==> config.mk <==
export PLATFORM = sky130hd
export DESIGN_NAME = addsub_pipe_flat
export DESIGN_NICKNAME = d
export VERILOG_FILES = /design/src/rtl/addsub_pipe_if.sv /design/src/rtl/addsub_pipe.sv /design/src/flat_wrapper.sv
export SDC_FILE = /design/constraint.sdc
export NUM_CORES = 1
export LEC_CHECK = 0
export ABC_CLOCK_PERIOD_IN_PS = 12700
export CORE_MARGIN = 3
export CORE_UTILIZATION = 36
export CTS_CLUSTER_DIAMETER = 200
export DETAILED_ROUTE_END_ITERATION = 10
export DONT_BUFFER_PORTS = 1
export GPL_TIMING_DRIVEN = 0
export PLACE_DENSITY = 0.49
export SKIP_LAST_GASP = 1
export SYNTH_ARGS = -nofsm -noshare
export SYNTH_HDL_FRONTEND = slang
export SYNTH_SLANG_ARGS = --single-unit
==> constraint.sdc <==
create_clock -name clk -period 12.7 [get_ports clk]
set_clock_uncertainty 0.2 [all_clocks]
set_input_delay 1.27 -clock clk [delete_from_list [all_inputs] [get_ports clk]]
set_output_delay 1.27 -clock clk [all_outputs]
set_load 0.02 [all_outputs]
==> src/rtl/addsub_pipe_if.sv <==
// Operand-issue / result-writeback bundle for addsub_pipe.
// The sat signal exists only when ADDSUB_PIPE_SATURATE_EN is defined.
interface addsub_pipe_if #(
    parameter int N = 32
);
    logic         in_valid;
    logic         in_ready;
    logic [N-1:0] a;
    logic [N-1:0] b;
    logic         sub;
    logic         cin;
`ifdef ADDSUB_PIPE_SATURATE_EN
    logic         sat;
`endif
    logic         out_valid;
    logic         out_ready;
    logic [N-1:0] sum;
    logic         cout;
    logic         overflow;
    logic         zero;
    logic         negative;

    modport master (
        output in_valid, a, b, sub, cin,
`ifdef ADDSUB_PIPE_SATURATE_EN
        output sat,
`endif
        output out_ready,
        input  in_ready, out_valid, sum, cout, overflow, zero, negative
    );

    modport slave (
        input  in_valid, a, b, sub, cin,
`ifdef ADDSUB_PIPE_SATURATE_EN
        input  sat,
`endif
        input  out_ready,
        output in_ready, out_valid, sum, cout, overflow, zero, negative
    );
endinterface

==> src/rtl/addsub_pipe.sv <==
// Pipelined N-bit add/subtract: carry chain split into STAGES slices, one per cycle.
// Define ADDSUB_PIPE_SATURATE_EN to add a per-operation signed-saturation input (sat).
module addsub_pipe #(
    parameter int N      = 32,
    parameter int STAGES = 4
) (
    input logic          clk,
    input logic          reset,
    addsub_pipe_if.slave bus
);
    localparam int W = N / STAGES;

    // Valid/ready: a transfer happens on a port at any rising edge where valid and
    // ready are both high; the whole pipe moves together or holds together.
    logic advance;
    assign advance      = !bus.out_valid || bus.out_ready;
    assign bus.in_ready = advance;

    logic [STAGES-1:0] v_q, src_v;
    logic [STAGES-1:0] c_q, src_c, c_d;
    logic [N-1:0]      a_q   [STAGES];
    logic [N-1:0]      b_q   [STAGES];
    logic [N-1:0]      s_q   [STAGES];
    logic [N-1:0]      src_a [STAGES];
    logic [N-1:0]      src_b [STAGES];
    logic [N-1:0]      src_s [STAGES];
    logic [N-1:0]      a_d   [STAGES];
    logic [N-1:0]      b_d   [STAGES];
    logic [N-1:0]      s_d   [STAGES];
    logic [W:0]        part  [STAGES];
`ifdef ADDSUB_PIPE_SATURATE_EN
    logic              sat_q   [STAGES];
    logic              src_sat [STAGES];
`endif
    logic carry_msb, ovf_d, zero_d, neg_d;
    logic ovf_q, zero_q, neg_q;

    always_comb begin
        // Stage 0 sees the port; stage k sees the register of stage k-1.
        src_v[0] = bus.in_valid;
        src_a[0] = bus.a;
        src_b[0] = bus.b ^ {N{bus.sub}};
        src_s[0] = '0;
        src_c[0] = bus.sub ^ bus.cin;
`ifdef ADDSUB_PIPE_SATURATE_EN
        src_sat[0] = bus.sat;
`endif
        for (int k = 1; k < STAGES; k++) begin
            src_v[k] = v_q[k-1];
            src_a[k] = a_q[k-1];
            src_b[k] = b_q[k-1];
            src_s[k] = s_q[k-1];
            src_c[k] = c_q[k-1];
`ifdef ADDSUB_PIPE_SATURATE_EN
            src_sat[k] = sat_q[k-1];
`endif
        end

        for (int k = 0; k < STAGES; k++) begin
            part[k] = {1'b0, src_a[k][k*W +: W]} + {1'b0, src_b[k][k*W +: W]}
                    + {{W{1'b0}}, src_c[k]};
            a_d[k] = src_a[k];
            b_d[k] = src_b[k];
            s_d[k] = src_s[k];
            s_d[k][k*W +: W] = part[k][W-1:0];
            c_d[k] = part[k][W];
        end

        // Carry into the MSB recovered from its sum bit and the two operand bits.
        carry_msb = s_d[STAGES-1][N-1] ^ a_d[STAGES-1][N-1] ^ b_d[STAGES-1][N-1];
        ovf_d     = carry_msb ^ c_d[STAGES-1];
`ifdef ADDSUB_PIPE_SATURATE_EN
        if (src_sat[STAGES-1] && ovf_d) begin
            s_d[STAGES-1] = a_d[STAGES-1][N-1] ? {1'b1, {(N-1){1'b0}}}
                                                : {1'b0, {(N-1){1'b1}}};
        end
`endif
        zero_d = (s_d[STAGES-1] == '0);
        neg_d  = s_d[STAGES-1][N-1];
    end

    always_ff @(posedge clk) begin
        if (reset) begin
            v_q    <= '0;
            c_q    <= '0;
            ovf_q  <= 1'b0;
            zero_q <= 1'b0;
            neg_q  <= 1'b0;
            for (int k = 0; k < STAGES; k++) begin
                a_q[k] <= '0;
                b_q[k] <= '0;
                s_q[k] <= '0;
`ifdef ADDSUB_PIPE_SATURATE_EN
                sat_q[k] <= 1'b0;
`endif
            end
        end else if (advance) begin
            v_q    <= src_v;
            c_q    <= c_d;
            ovf_q  <= ovf_d;
            zero_q <= zero_d;
            neg_q  <= neg_d;
            for (int k = 0; k < STAGES; k++) begin
                a_q[k] <= a_d[k];
                b_q[k] <= b_d[k];
                s_q[k] <= s_d[k];
`ifdef ADDSUB_PIPE_SATURATE_EN
                sat_q[k] <= src_sat[k];
`endif
            end
        end
    end

    assign bus.out_valid = v_q[STAGES-1];
    assign bus.sum       = s_q[STAGES-1];
    assign bus.cout      = c_q[STAGES-1];
    assign bus.overflow  = ovf_q;
    assign bus.zero      = zero_q;
    assign bus.negative  = neg_q;
endmodule

==> src/flat_wrapper.sv <==
// flat-port wrapper written by rule: the top's interface ports become plain ports
module addsub_pipe_flat 
#(
    parameter int N      = 32,
    parameter int STAGES = 4
)
  (clk, reset, bus_in_valid, bus_a, bus_b, bus_sub, bus_cin, bus_out_ready, bus_in_ready, bus_out_valid, bus_sum, bus_cout, bus_overflow, bus_zero, bus_negative);
  addsub_pipe_if #(.N(N)) bus_i ();
  input logic clk;
  input logic reset;
  input wire logic [$bits(bus_i.in_valid)-1:0] bus_in_valid;
  input wire logic [$bits(bus_i.a)-1:0] bus_a;
  input wire logic [$bits(bus_i.b)-1:0] bus_b;
  input wire logic [$bits(bus_i.sub)-1:0] bus_sub;
  input wire logic [$bits(bus_i.cin)-1:0] bus_cin;
  input wire logic [$bits(bus_i.out_ready)-1:0] bus_out_ready;
  output wire logic [$bits(bus_i.in_ready)-1:0] bus_in_ready;
  output wire logic [$bits(bus_i.out_valid)-1:0] bus_out_valid;
  output wire logic [$bits(bus_i.sum)-1:0] bus_sum;
  output wire logic [$bits(bus_i.cout)-1:0] bus_cout;
  output wire logic [$bits(bus_i.overflow)-1:0] bus_overflow;
  output wire logic [$bits(bus_i.zero)-1:0] bus_zero;
  output wire logic [$bits(bus_i.negative)-1:0] bus_negative;
  assign bus_i.in_valid = bus_in_valid;
  assign bus_i.a = bus_a;
  assign bus_i.b = bus_b;
  assign bus_i.sub = bus_sub;
  assign bus_i.cin = bus_cin;
  assign bus_i.out_ready = bus_out_ready;
  assign bus_in_ready = bus_i.in_ready;
  assign bus_out_valid = bus_i.out_valid;
  assign bus_sum = bus_i.sum;
  assign bus_cout = bus_i.cout;
  assign bus_overflow = bus_i.overflow;
  assign bus_zero = bus_i.zero;
  assign bus_negative = bus_i.negative;
  addsub_pipe #(.N(N), .STAGES(STAGES)) u_core (.clk(clk), .reset(reset), .bus(bus_i));
endmodule
; Word-level counts from Yosys, hierarchy flattened
; Memory sizes are Yosys's and may differ from the RTL's.
; Index checks and enable logic that the tools add are counted.
[totals]
register_bits = 11
ram_bits = 384
n_memories = 3
[op_classes]
add_sub_neg = 8
muxes = 17
bitwise_logic = 17
n_reduce_logical = 3
[mem_list]
columns = name, words, width, rd, rd_clocked_by_memory_dff, wr, line
row1 = u_core.a_q, 4, 32, 3, 0, 4, addsub_pipe.sv:21  ; logic [N-1:0] a_q [STAGES];
row2 = u_core.b_q, 4, 32, 3, 0, 4, addsub_pipe.sv:22  ; logic [N-1:0] b_q [STAGES];
row3 = u_core.s_q, 4, 32, 4, 0, 4, addsub_pipe.sv:23  ; logic [N-1:0] s_q [STAGES];
[op_table]
columns = operator, n
row1 = 2-to-1 mux 32 bit, 12
row2 = adder 8 x 8 -> 9 bit, 4
row3 = adder 9 x 1 -> 9 bit, 4
row4 = logical NOT 32 bit, 1
row5 = XOR 32 bit, 1
row6 = OR 1 bit, 12
row7 = 2-to-1 mux 1 bit, 5
row8 = XOR 1 bit, 4
row9 = logical NOT 1 bit, 1
row10 = logical OR 1 bit, 1

; Longest topological paths before layout
; Gate-level depths: netlist of run 1.
[depth]
depth_word = 6
depth_mapped = 11

; Worst setup path before layout of run 1
; Ideal clock, no wire load.
[synth_path]
kind = input to register
startpoint = input port bus_out_ready
endpoint = memory u_core.a_q[0][10], enable pin
t_arrival_ns = 5.131
t_required_ns = 11.972
path_slack_ns = 6.841
path_stages = 5
path_buffers = 1
cell_sequence = nor2b_1 > clkinv_1 > buf_2 > nor2_1 > inv_1
[synth_lines]
columns = item, line
row1 = "start, declared", flat_wrapper.sv:16  ; input wire logic [$bits(bus_i.out_ready)-1:0] bus_out_ready;
row2 = "end, declared", addsub_pipe.sv:21

; Worst setup path in the final report of run 1
[layout_path]
startpoint = input port bus_out_ready
endpoint = output port bus_in_ready
[layout_via]
elab_chain_cells = 1
[layout_rtl]
columns = item, line
row1 = logical OR 1 bit, addsub_pipe.sv:16  ; assign advance = !bus.out_valid || bus.out_ready;
row2 = "end, declared", flat_wrapper.sv:17  ; output wire logic [$bits(bus_i.in_ready)-1:0] bus_in_ready;
; No other way between the ends.

==> results of run 1 <==
-- cells by family after synthesis --
| logic type | after synthesis | share of synthesized area, % |
|---|---|---|
| buffers and inverters | 64 | 2.96 |
| XOR/XNOR | 49 | 5.10 |
| adder cells (fa/ha/maj) | 36 | 6.07 |
| flip-flops | 187 | 65.4 |
| AND/OR/NAND/NOR | 239 | 15.5 |
| AO/OA/AOI/OAI | 55 | 4.45 |
| multiplexers | 4 | 0.476 |
-- cells in the mapped netlist, types with 2 or more instances --
master	count	area [sq um]
xnor2_1	36	315
or3_1	4	25.0
nor3b_1	2	15.0
and3_1	126	788
buf_2	7	35.0
nand4_1	2	12.5
inv_1	24	90.1
o21ai_0	13	65.1
a21o_1	4	30.0
o21bai_1	4	30.0
fa_1	8	160
nor2b_1	6	37.5
edfxtp_1	176	5290
a21boi_0	5	37.5
a21oi_1	15	75.1
clkbuf_1	30	113
ha_1	28	350
nand2b_1	2	12.5
nor3_1	13	65.1
nor2_1	54	203
xor2_1	13	114
nand2_1	19	71.3
mux2i_1	4	40.0
dfxtp_1	11	220
nor4_1	5	31.3
-- where the power goes --
| group | internal (uW) | switching [uW] | leakage (uW) |
|---|---|---|---|
| clock network | 290 | 228 | 0.000282 |
| logic | 49.6 | 64.5 | 0.00165 |
| registers | 721 | 22.5 | 0.00218 |
| total | 1060 | 315 | 0.00411 |
-- state kept, by name, summed over array words and instances (netlist names) --
register / cells
u_core.bus.negative: 1
u_core.a_q: 48
u_core.c_q: 4
u_core.bus.zero: 1
u_core.b_q: 48
u_core.bus.overflow: 1
u_core.v_q: 4
u_core.s_q: 80
-- final cells by class --
class / instances / share of cell area (%)
well taps: 313 / 4.16
clock inverters: 15 / 1.58
clock buffers: 17 / 4.52
flip-flops and latches: 187 / 58.5
diodes: 1 / 0.0266
repair buffers: 1 / 0.292
multi-input cells: 383 / 28.2
inverters: 26 / 1.12
plain buffers: 38 / 1.61
-- worst reg2reg max path, cell delays in order, from the launching register on --
cell	delay (ns)
dfxtp_1	0.47
nor2b_1	0.31
clkinv_1	0.40
buf_2	0.36
nor2_1	0.42
inv_8	0.22
buf_16	0.30
-- metal layers --
layer	part of all wire [%]	vias up
met1	48	2291
met3	4.4	11
met5	0	-
met4	1.1	0
li1	-	2357
met2	47	107
-- through the flow --
stage                     util (%)  area, sq um  power, uW
after floorplan                  -         8410        835
after global placement        38.7         8800        871
after detailed placement      38.8         8840        872
after CTS                     41.3         9410       1390
after global routing          41.3         9410       1430
final                         41.3         9420       1380
-- worst max-delay path by stage --
| stage | startpoint | end | cells past startpoint |
|---|---|---|---|
| finish | bus_out_ready | bus_in_ready | 4 |
| detailed placement | bus_sub | u_core.s_q[0][6] | 11 |
| global route | bus_out_ready | bus_in_ready | 4 |
| global placement | bus_out_ready | u_core.b_q[0][17] | 5 |
| CTS | bus_out_ready | bus_in_ready | 4 |
| floorplan | bus_out_ready | u_core.a_q[0][10] | 5 |
==> impl_results.md, run 1 <==
* PwrDens at 146 nW/um^2
* Grt met2 use at 22.4%
* Setup WS post-layout at 8.62 ns
* Mapped cell area at 8410 sq um
* Residual DRC count at 0
* Final-report setup violation count at 0
* First-pass GRT wire length at 27600 um
* Post-synth EDFFs at 176
* Endpoint type of the worst setup path: primary output
* Leakage power at 0.00411 uW
* Status: complete, no violations
* Postcts setup bufs at 0
* CTS tree: done
* Clock Tree Buf Depth at 2
* Largest net degree at the start of global routing at 136
* Sequential fraction of the synthesis area at 65.4%
* Die Y at 159 um
* CTS H-tree depth at 4
* Hold Slack at 0.260 ns
* Syn avg cell area at 13.3 sq um
* Total Routing Usage GR at 14.3%
* Clk_lat worst skew at 0.42 ns
* Initial antenna violation count at 0
* WS Path Type: input port to primary output
* Hold path cells at 2
* Fin crit period at 4.08 ns
* Core area at 22800 sq um
* Distinct cells, synth at 48
* Final setup TNS at 0 ns
* Hold Vio Cnt, Final at 0
* Crit path largest cell delay at 0.39 ns
* Clock root cell: clkbuf_16
* Place WS at 8.35 ns
* Hold buffer count at CTS at 0
* Startpoint types: input port
* Syn Inst Count at 634
* Predominant post-synthesis flop cell: edfxtp_1
* PortBufs at 0
* Cell Chain, Critical Path: nor2b_1 -> clkinv_1 -> buf_2 -> buf_1
* Fin. max-slew vios at 0
* Vias per cell at 4.86
* Non-Filler Instances at 981
* Buf/Inv on CP at 3
* Die Area at 25200 sq um
* TritonRoute pass-1 iters at 4
* Fill count at 2110
* GP Congestion at 0.785
* Initial Util at 36.9%
* Relative slew margins at 50.2%
* Crit-path slowest cell: clkinv_1
* I/O Pins at 108
* Tightest Pin Transition at 0.747 ns
* Syn-to-layout area delta at 11.9%
* Asr flop ratio synth at 0%
* TritonCTS buffer count at 17
* Worst reg2reg path endpoint: u_core.s_q[0][85]
* Wire length per cell at 18.2 um
* Initial detailed-routing violation count at 380
* WHS Endpoint: u_core.v_q[1]
* Max-cap violations at 0
* Dpl hpwl at 13000 um
* DRT Wirelength at 17800 um
* # rows at 55
* Reg-to-reg startpoint: u_core.v_q[3]
* Syn Nets at 740
* VDD IR max at 0.0000726 V
* Post-route antenna net violation count at 0
* Commonest non-fill, non-tap cell in the layout: edfxtp_1
* Met1 Track Usage GR at 19.3%
* Crit-path leading delay family: buffers and inverters
* R2R depth at 6
* Busiest grt layer: met2
* Grt ovf at 0
* Multi-input gate area at 2660 sq um
* Nets@finish at 760
* YS warnings at 0
* Via count at 4766
* #FFs+latches synth at 187
* Most frequent cells in the layout: edfxtp_1, and3_1, nor2_1
* Vias in the first global route at 4869
* Flop2flop setup slack at 9.42 ns
* Hold Crit Class: register to register
* Storage cell area at 5510 sq um
* Clock-pin slew on the worst setup and hold paths at 0.07 ns
* CP max FO at 10
* Final period util at 32.2%
* Hold path start: u_core.v_q[1]
* Inst Count DP at 948
* Fmax at 0.245 GHz
* Share of cells above drive strength 1 at 7.05%
* Unrepaired setup endpoints after global routing: false
* Met3 usage at 4.10%
* CTS resizes at 0
* Crit path DAT at 2.61 ns
* Clock sink count at 187
* Die Wd at 159 um
* WP data required at 11.23 ns
Power figures use the tool's default switching activity.
==> inputs of run 2 (changes only) <==
--- a/config.mk
+++ b/config.mk
@@ -5,7 +5,7 @@
 export SDC_FILE = /design/constraint.sdc
 export NUM_CORES = 1
 export LEC_CHECK = 0
-export ABC_CLOCK_PERIOD_IN_PS = 12700
+export ABC_CLOCK_PERIOD_IN_PS = 4140
 export CORE_MARGIN = 3
 export CORE_UTILIZATION = 36
 export CTS_CLUSTER_DIAMETER = 200
==> constraint.sdc (replaced) <==
create_clock -name clk -period 4.14 [get_ports clk]
set_clock_uncertainty 0.2 [all_clocks]
set_input_delay 0.414 -clock clk [delete_from_list [all_inputs] [get_ports clk]]
set_output_delay 0.414 -clock clk [all_outputs]
set_load 0.02 [all_outputs]
==> impl_results.md, run 2 (synthesis gave the netlist of run 1 again) <==
* P_sw at 973 uW (+210%)
* Tightest Pin Transition at 0.764 ns (+0.0166 ns)
* Grt ovf at 0 (unchanged)
* Die Wd at 159 um (unchanged)
* Startpoint types: input port
* Clk_lat worst skew at 0.43 ns (about the same)
* Commonest non-fill, non-tap cell in the layout: edfxtp_1
* Flop2flop setup slack at 1.16 ns (-8.26 ns)
* Initial Util at 36.9% (unchanged)
* CP max FO at 10 (unchanged)
* Die Area at 25200 sq um (unchanged)
* Core area at 22800 sq um (unchanged)
* Biggest register: u_core.s_q
* Post-route antenna net violation count at 0 (unchanged)
* Wire length per cell at 18.1 um (-0.36%)
* First-pass GRT wire length at 28200 um (+1.9%)
* Reg-to-reg startpoint: u_core.c_q[2]
* Post-route cell area at 9680 sq um (+2.8%)
* R2R depth at 9 (+3)
* I/O Pins at 108 (unchanged)
* Placed cell area at 8910 sq um (+0.85%)
* P_int at 3330 uW (+210%)
* Fmax at 0.323 GHz
* Syn-to-layout area delta at 15.1%
* Dpl hpwl at 13400 um (+2.8%)
* Vias in the first global route at 4964 (+2.0%)
* # rows at 55 (unchanged)
* Clock sink count at 187 (unchanged)
* Postcts setup bufs at 0 (unchanged)
* Hold Vio Cnt, Final at 0 (unchanged)
* Max-cap violations at 0 (unchanged)
* WS Path Type: input port to register
* Share of cells above drive strength 1 at 7.87% (+0.83 points)
* GP Congestion at 0.809 (+3.0%)
* Hold path cells at 2 (unchanged)
* Total Routing Usage GR at 14.5% (+0.26 points)
* Setup WS post-layout at 1.04 ns (-7.57 ns)
* Logic gate share of total power at 8.5% (+0.2 points)
* Status: complete, no violations
* Diode count at 0 (-1)
* Hold Crit Class: input port to register
* WP data required at 4.09 ns (-7.14 ns)
* DRT Wirelength at 18100 um (+1.5%)
* Leakage power at 0.00421 uW (+2.4%)
* Via count at 4855 (+1.9%)
* Sequential power share at 53.0% (-1.0 points)
* Clock-pin slew on the worst setup and hold paths at 0.07 ns (about the same)
* CTS H-tree depth at 4 (unchanged)
* Hold path start: bus_b[26]
* Nets@finish at 780 (+2.6%)
* Vias per cell at 4.86 (about the same)
* PortBufs at 0 (unchanged)
* TritonCTS buffer count at 17 (unchanged)
* Switching share of total power at 22.6% (-0.28 points)
* Final period util at 74.9%
* Clk pwr share at 38.5% (+0.8 points)
* Clock root cell: clkbuf_16
* Initial antenna violation count at 0 (unchanged)
* Final-report setup violation count at 0 (unchanged)
* Max reg flops at 80 (unchanged)
* PwrDens at 444 nW/um^2 (+200%)
* Residual DRC count at 0 (unchanged)
* CTS tree: done
* Largest net degree at the start of global routing at 47 (-65%)
* Place WS at 0.581 ns (-7.76 ns)
* Unrepaired setup endpoints after global routing: false
* Relative slew margins at 48.9% (-1.3 points)
* Worst reg2reg path endpoint: u_core.bus.zero
* Fin crit period at 3.10 ns
* Crit path DAT at 3.05 ns (+0.44 ns)
* Regs by FF count: u_core.s_q (80), u_core.a_q (48), u_core.b_q (48)
* Most frequent cells in the layout: edfxtp_1, and3_1, nor2_1
* TritonRoute pass-1 iters at 4 (unchanged)
* Fin. max-slew vios at 0 (unchanged)
* Endpoint type of the worst setup path: register
* Clock Tree Buf Depth at 2 (unchanged)
* WHS Endpoint: u_core.b_q[0][26]
* VDD IR max at 0.000199 V (+170%)
* Initial detailed-routing violation count at 387 (+1.8%)
* Die Y at 159 um (unchanged)
[run 2: cell types whose count changed in the layout (fill, tap and decap cells not counted), sizes merged]
cell	previous run	this run
buf	9	12
inv	28	29
clkinv	10	3
bufinv	2	3
clkinvlp	1	4
dlygate4sd3	0	17
clkbuf	47	48
diode	1	0
[run 2: metal layers]
metal,track usage (%),wire length [um],part of all wire (%)
met2,22.6,8370,46
met3,3.97,866,4.8
met5,0,0,0
met4,4.38,283,1.6
met1,20.0,8570,47
[run 2: cell type report]
class | instances | area [sq um]
plain buffers | 38 | 154
clock buffers | 18 | 429
clock inverters | 13 | 165
fillers | 2117 | 13100
inverters | 26 | 106
multi-input cells | 383 | 2670
flip-flops and latches | 187 | 5510
well taps | 313 | 392
repair buffers | 21 | 250
[run 2: critical path, cell delays in order]
cell      delay (ns)
clkbuf_1        0.23
buf_2           0.40
xor2_1          0.15
fa_1            0.44
fa_1            0.42
a21o_1          0.17
a21oi_1         0.23
o21bai_1        0.09
a21oi_1         0.23
xnor2_1         0.17
nor2_1          0.08
[run 2: worst max-delay path by stage]
| stage | from | to | cells after the start |
|---|---|---|---|
| 2_1_floorplan | bus_out_ready | u_core.a_q[0][10] | 5 |
| 5_1_grt | bus_sub | u_core.s_q[0][6] | 11 |
| 3_3_place_gp | u_core.v_q[3] | u_core.b_q[0][17] | 5 |
| 6_report | bus_sub | u_core.s_q[0][6] | 11 |
| 4_1_cts | bus_sub | u_core.s_q[0][6] | 11 |
| 3_5_place_dp | bus_sub | u_core.s_q[0][6] | 11 |
[run 2: what timing repair did]
action                                 4_1_cts  5_1_grt
resized for setup                            0        0
endpoints found under the hold margin       16        1
hold buffers                                16        1
[run 2: through the flow]
step | TNS (ns) | total power, uW | instances | utilization (%) | hold slack (ns)
detailed placement | 0 | 2680 | 951 | 39.1 | 0.248
global route | 0 | 4480 | 999 | 42.5 | 0.00110
global placement | -209.30 | 2670 | 947 | 38.8 | 0.243
floorplan | 0 | 2560 | 634 | - | 0.232
CTS | 0 | 4350 | 998 | 42.4 | 0.000678
finish | 0 | 4300 | 999 | 42.5 | 0.0178
[run 2: power groups by stage]
stage / clock network, uW / logic [uW] / registers [uW]
floorplan: 0 / 259 / 2300
global placement: 0 / 347 / 2320
detailed placement: 0 / 352 / 2320
CTS: 1700 / 369 / 2280
global route: 1770 / 411 / 2290
finish: 1660 / 365 / 2280
==> inputs of run 3 (changes only) <==
--- a/config.mk
+++ b/config.mk
@@ -5,14 +5,14 @@
 export SDC_FILE = /design/constraint.sdc
 export NUM_CORES = 1
 export LEC_CHECK = 0
-export ABC_CLOCK_PERIOD_IN_PS = 4140
+export ABC_CLOCK_PERIOD_IN_PS = 2800
 export CORE_MARGIN = 3
 export CORE_UTILIZATION = 36
 export CTS_CLUSTER_DIAMETER = 200
 export DETAILED_ROUTE_END_ITERATION = 10
 export DONT_BUFFER_PORTS = 1
 export GPL_TIMING_DRIVEN = 0
-export PLACE_DENSITY = 0.49
+export PLACE_DENSITY = 0.51
 export SKIP_LAST_GASP = 1
 export SYNTH_ARGS = -nofsm -noshare
 export SYNTH_HDL_FRONTEND = slang
==> constraint.sdc (replaced) <==
create_clock -name clk -period 2.8 [get_ports clk]
set_clock_uncertainty 0.2 [all_clocks]
set_input_delay 0.28 -clock clk [delete_from_list [all_inputs] [get_ports clk]]
set_output_delay 0.28 -clock clk [all_outputs]
set_load 0.02 [all_outputs]
==> impl_results.md, run 3 (synthesis gave the netlist of run 1 again) <==
* Status: complete, no violations
* Biggest register: u_core.s_q
* Leakage power at 0.00437 uW (+3.6%)
* Max reg flops at 80 (unchanged)
* Tightest Pin Transition at 0.905 ns (+0.141 ns)
* Postcts setup bufs at 0 (unchanged)
* GP Congestion at 0.823 (+1.8%)
* Largest net degree at the start of global routing at 49 (+4.3%)
* Clock-pin slew on the worst setup and hold paths at 0.06 ns (about the same)
* DRT Wirelength at 18300 um (+1.1%)
* Unrepaired setup endpoints after global routing: false
* Die Y at 159 um (unchanged)
* Clock root cell: clkbuf_16
* Hold Crit Class: input port to register
* Die Area at 25200 sq um (unchanged)
* WS Path Type: register to register
* I/O Pins at 108 (unchanged)
* Die Wd at 159 um (unchanged)
* Crit-path slowest cell: clkinvlp_2
* Syn-to-layout area delta at 19.4%
* First-pass GRT wire length at 29000 um (+3.0%)
* Most frequent cells in the layout: edfxtp_1, and3_1, nor2_1
* Clock Tree Buf Depth at 2 (unchanged)
* # rows at 55 (unchanged)
* CTS tree: done
* Cell Chain, Critical Path: nor2b_4 -> clkinv_4 -> buf_6 -> nor2_4 -> clkinvlp_2
* Clk_lat worst skew at 0.43 ns (about the same)
* Share of cells above drive strength 1 at 8.19% (+0.32 points)
* Dpl hpwl at 13400 um (-0.22%)
* Initial antenna violation count at 0 (unchanged)
* Regs by FF count: u_core.s_q (80), u_core.a_q (48), u_core.b_q (48)
* Wire length per cell at 17.7 um (-2.3%)
* Initial Util at 36.9% (unchanged)
* Fin crit period at 2.64 ns
* Post-route antenna net violation count at 0 (unchanged)
* Place WS at -0.273 ns (-0.855 ns)
* Via count at 4979 (+2.6%)
* Overall Power at 6320 uW (+47%)
* Residual DRC count at 0 (unchanged)
* Commonest non-fill, non-tap cell in the layout: edfxtp_1
* Crit path largest cell delay at 0.78 ns (+0.34 ns)
* Core area at 22800 sq um (unchanged)
* Fmax at 0.379 GHz
* WP data required at 2.49 ns (-1.60 ns)
* Vias per cell at 4.82 (-0.82%)
* PortBufs at 0 (unchanged)
* TritonCTS buffer count at 17 (unchanged)
* Final-report setup violation count at 0 (unchanged)
* Diode count at 0 (unchanged)
* Max-cap violations at 0 (unchanged)
* Grt ovf at 0 (unchanged)
* VDD IR max at 0.000397 V (+99%)
* Initial detailed-routing violation count at 441 (+14%)
* Endpoint type of the worst setup path: register
* Fin. max-slew vios at 0 (unchanged)
* TritonRoute pass-1 iters at 4 (unchanged)
* Vias in the first global route at 5103 (+2.8%)
* Hold Vio Cnt, Final at 0 (unchanged)
* Final period util at 94.3%
* CP max FO at 17 (+7)
* Clock sink count at 187 (unchanged)
* PwrDens at 629 nW/um^2 (+42%)
* Setup WS post-layout at 0.160 ns (-0.881 ns)
* Startpoint types: register
* Nets@finish at 815 (+4.5%)
* CTS H-tree depth at 4 (unchanged)
* Total Routing Usage GR at 14.8% (+0.31 points)
* Relative slew margins at 39.3% (-9.5 points)
* Crit path DAT at 2.33 ns (-0.72 ns)
[run 3: what timing repair did]
item                                    CTS  global route
endpoints found under the setup margin   68             3
hold buffers                             51             0
cloned                                    1             0
gates resized for setup                   2             5
pin swaps                                 0             4
hold endpoints to repair                 52             0
[run 3: power by group]
| part | internal, uW | switching [uW] | leakage [uW] |
|---|---|---|---|
| logic | 281 | 313 | 0.00191 |
| clock network | 1320 | 1040 | 0.000273 |
| registers | 3270 | 104 | 0.00218 |
[run 3: worst max-delay path, delay by kind of cell, from the launching register on]
family,cells,cell delay (ns)
buf+inv,3,1.10
simple gates,2,0.41
flops,1,0.39
[run 3: layout make-up]
type | instances | area, sq um
fillers | 2073 | 12700
flip-flops and latches | 187 | 5510
multi-input cells | 383 | 2710
repair buffers | 55 | 591
clock buffers | 18 | 429
well taps | 313 | 392
plain buffers | 38 | 165
clock inverters | 12 | 139
inverters | 26 | 106
repair inverters | 1 | 5.00
[run 3: through the flow]
stage	std cells	setup TNS (ns)	area [sq um]	hold slack [ns]	util [%]
floorplan	634	-232.17	8460	0.220	-
global placement	947	-439.04	8850	0.239	38.9
detailed placement	951	-7.13	8930	0.251	39.2
CTS	1033	-0.0961	10000	0.103	44.0
global route	1033	0	10000	0.120	44.1
finish	1033	0	10000	0.114	44.1
[run 3: routing by layer]
metal  global-route usage [%]  vias to the layer above  part of all wire [%]
li1                         -                     2463                     -
met1                     20.4                     2358                    48
met2                     23.0                      136                    45
met3                     4.20                       22                   4.7
met4                     4.46                        0                   1.5
met5                        0                        -                     0
[run 3: worst paths after layout]
check        slack [ns]  cells after the start                to          start
min reg2reg        0.26                      2     u_core.v_q[0]  u_core.v_q[0]
min                0.11                      3  u_core.s_q[0][2]       bus_a[2]
max                0.16                      5  u_core.s_q[0][3]  u_core.v_q[3]
max reg2reg        0.16                      5  u_core.s_q[0][3]  u_core.v_q[3]
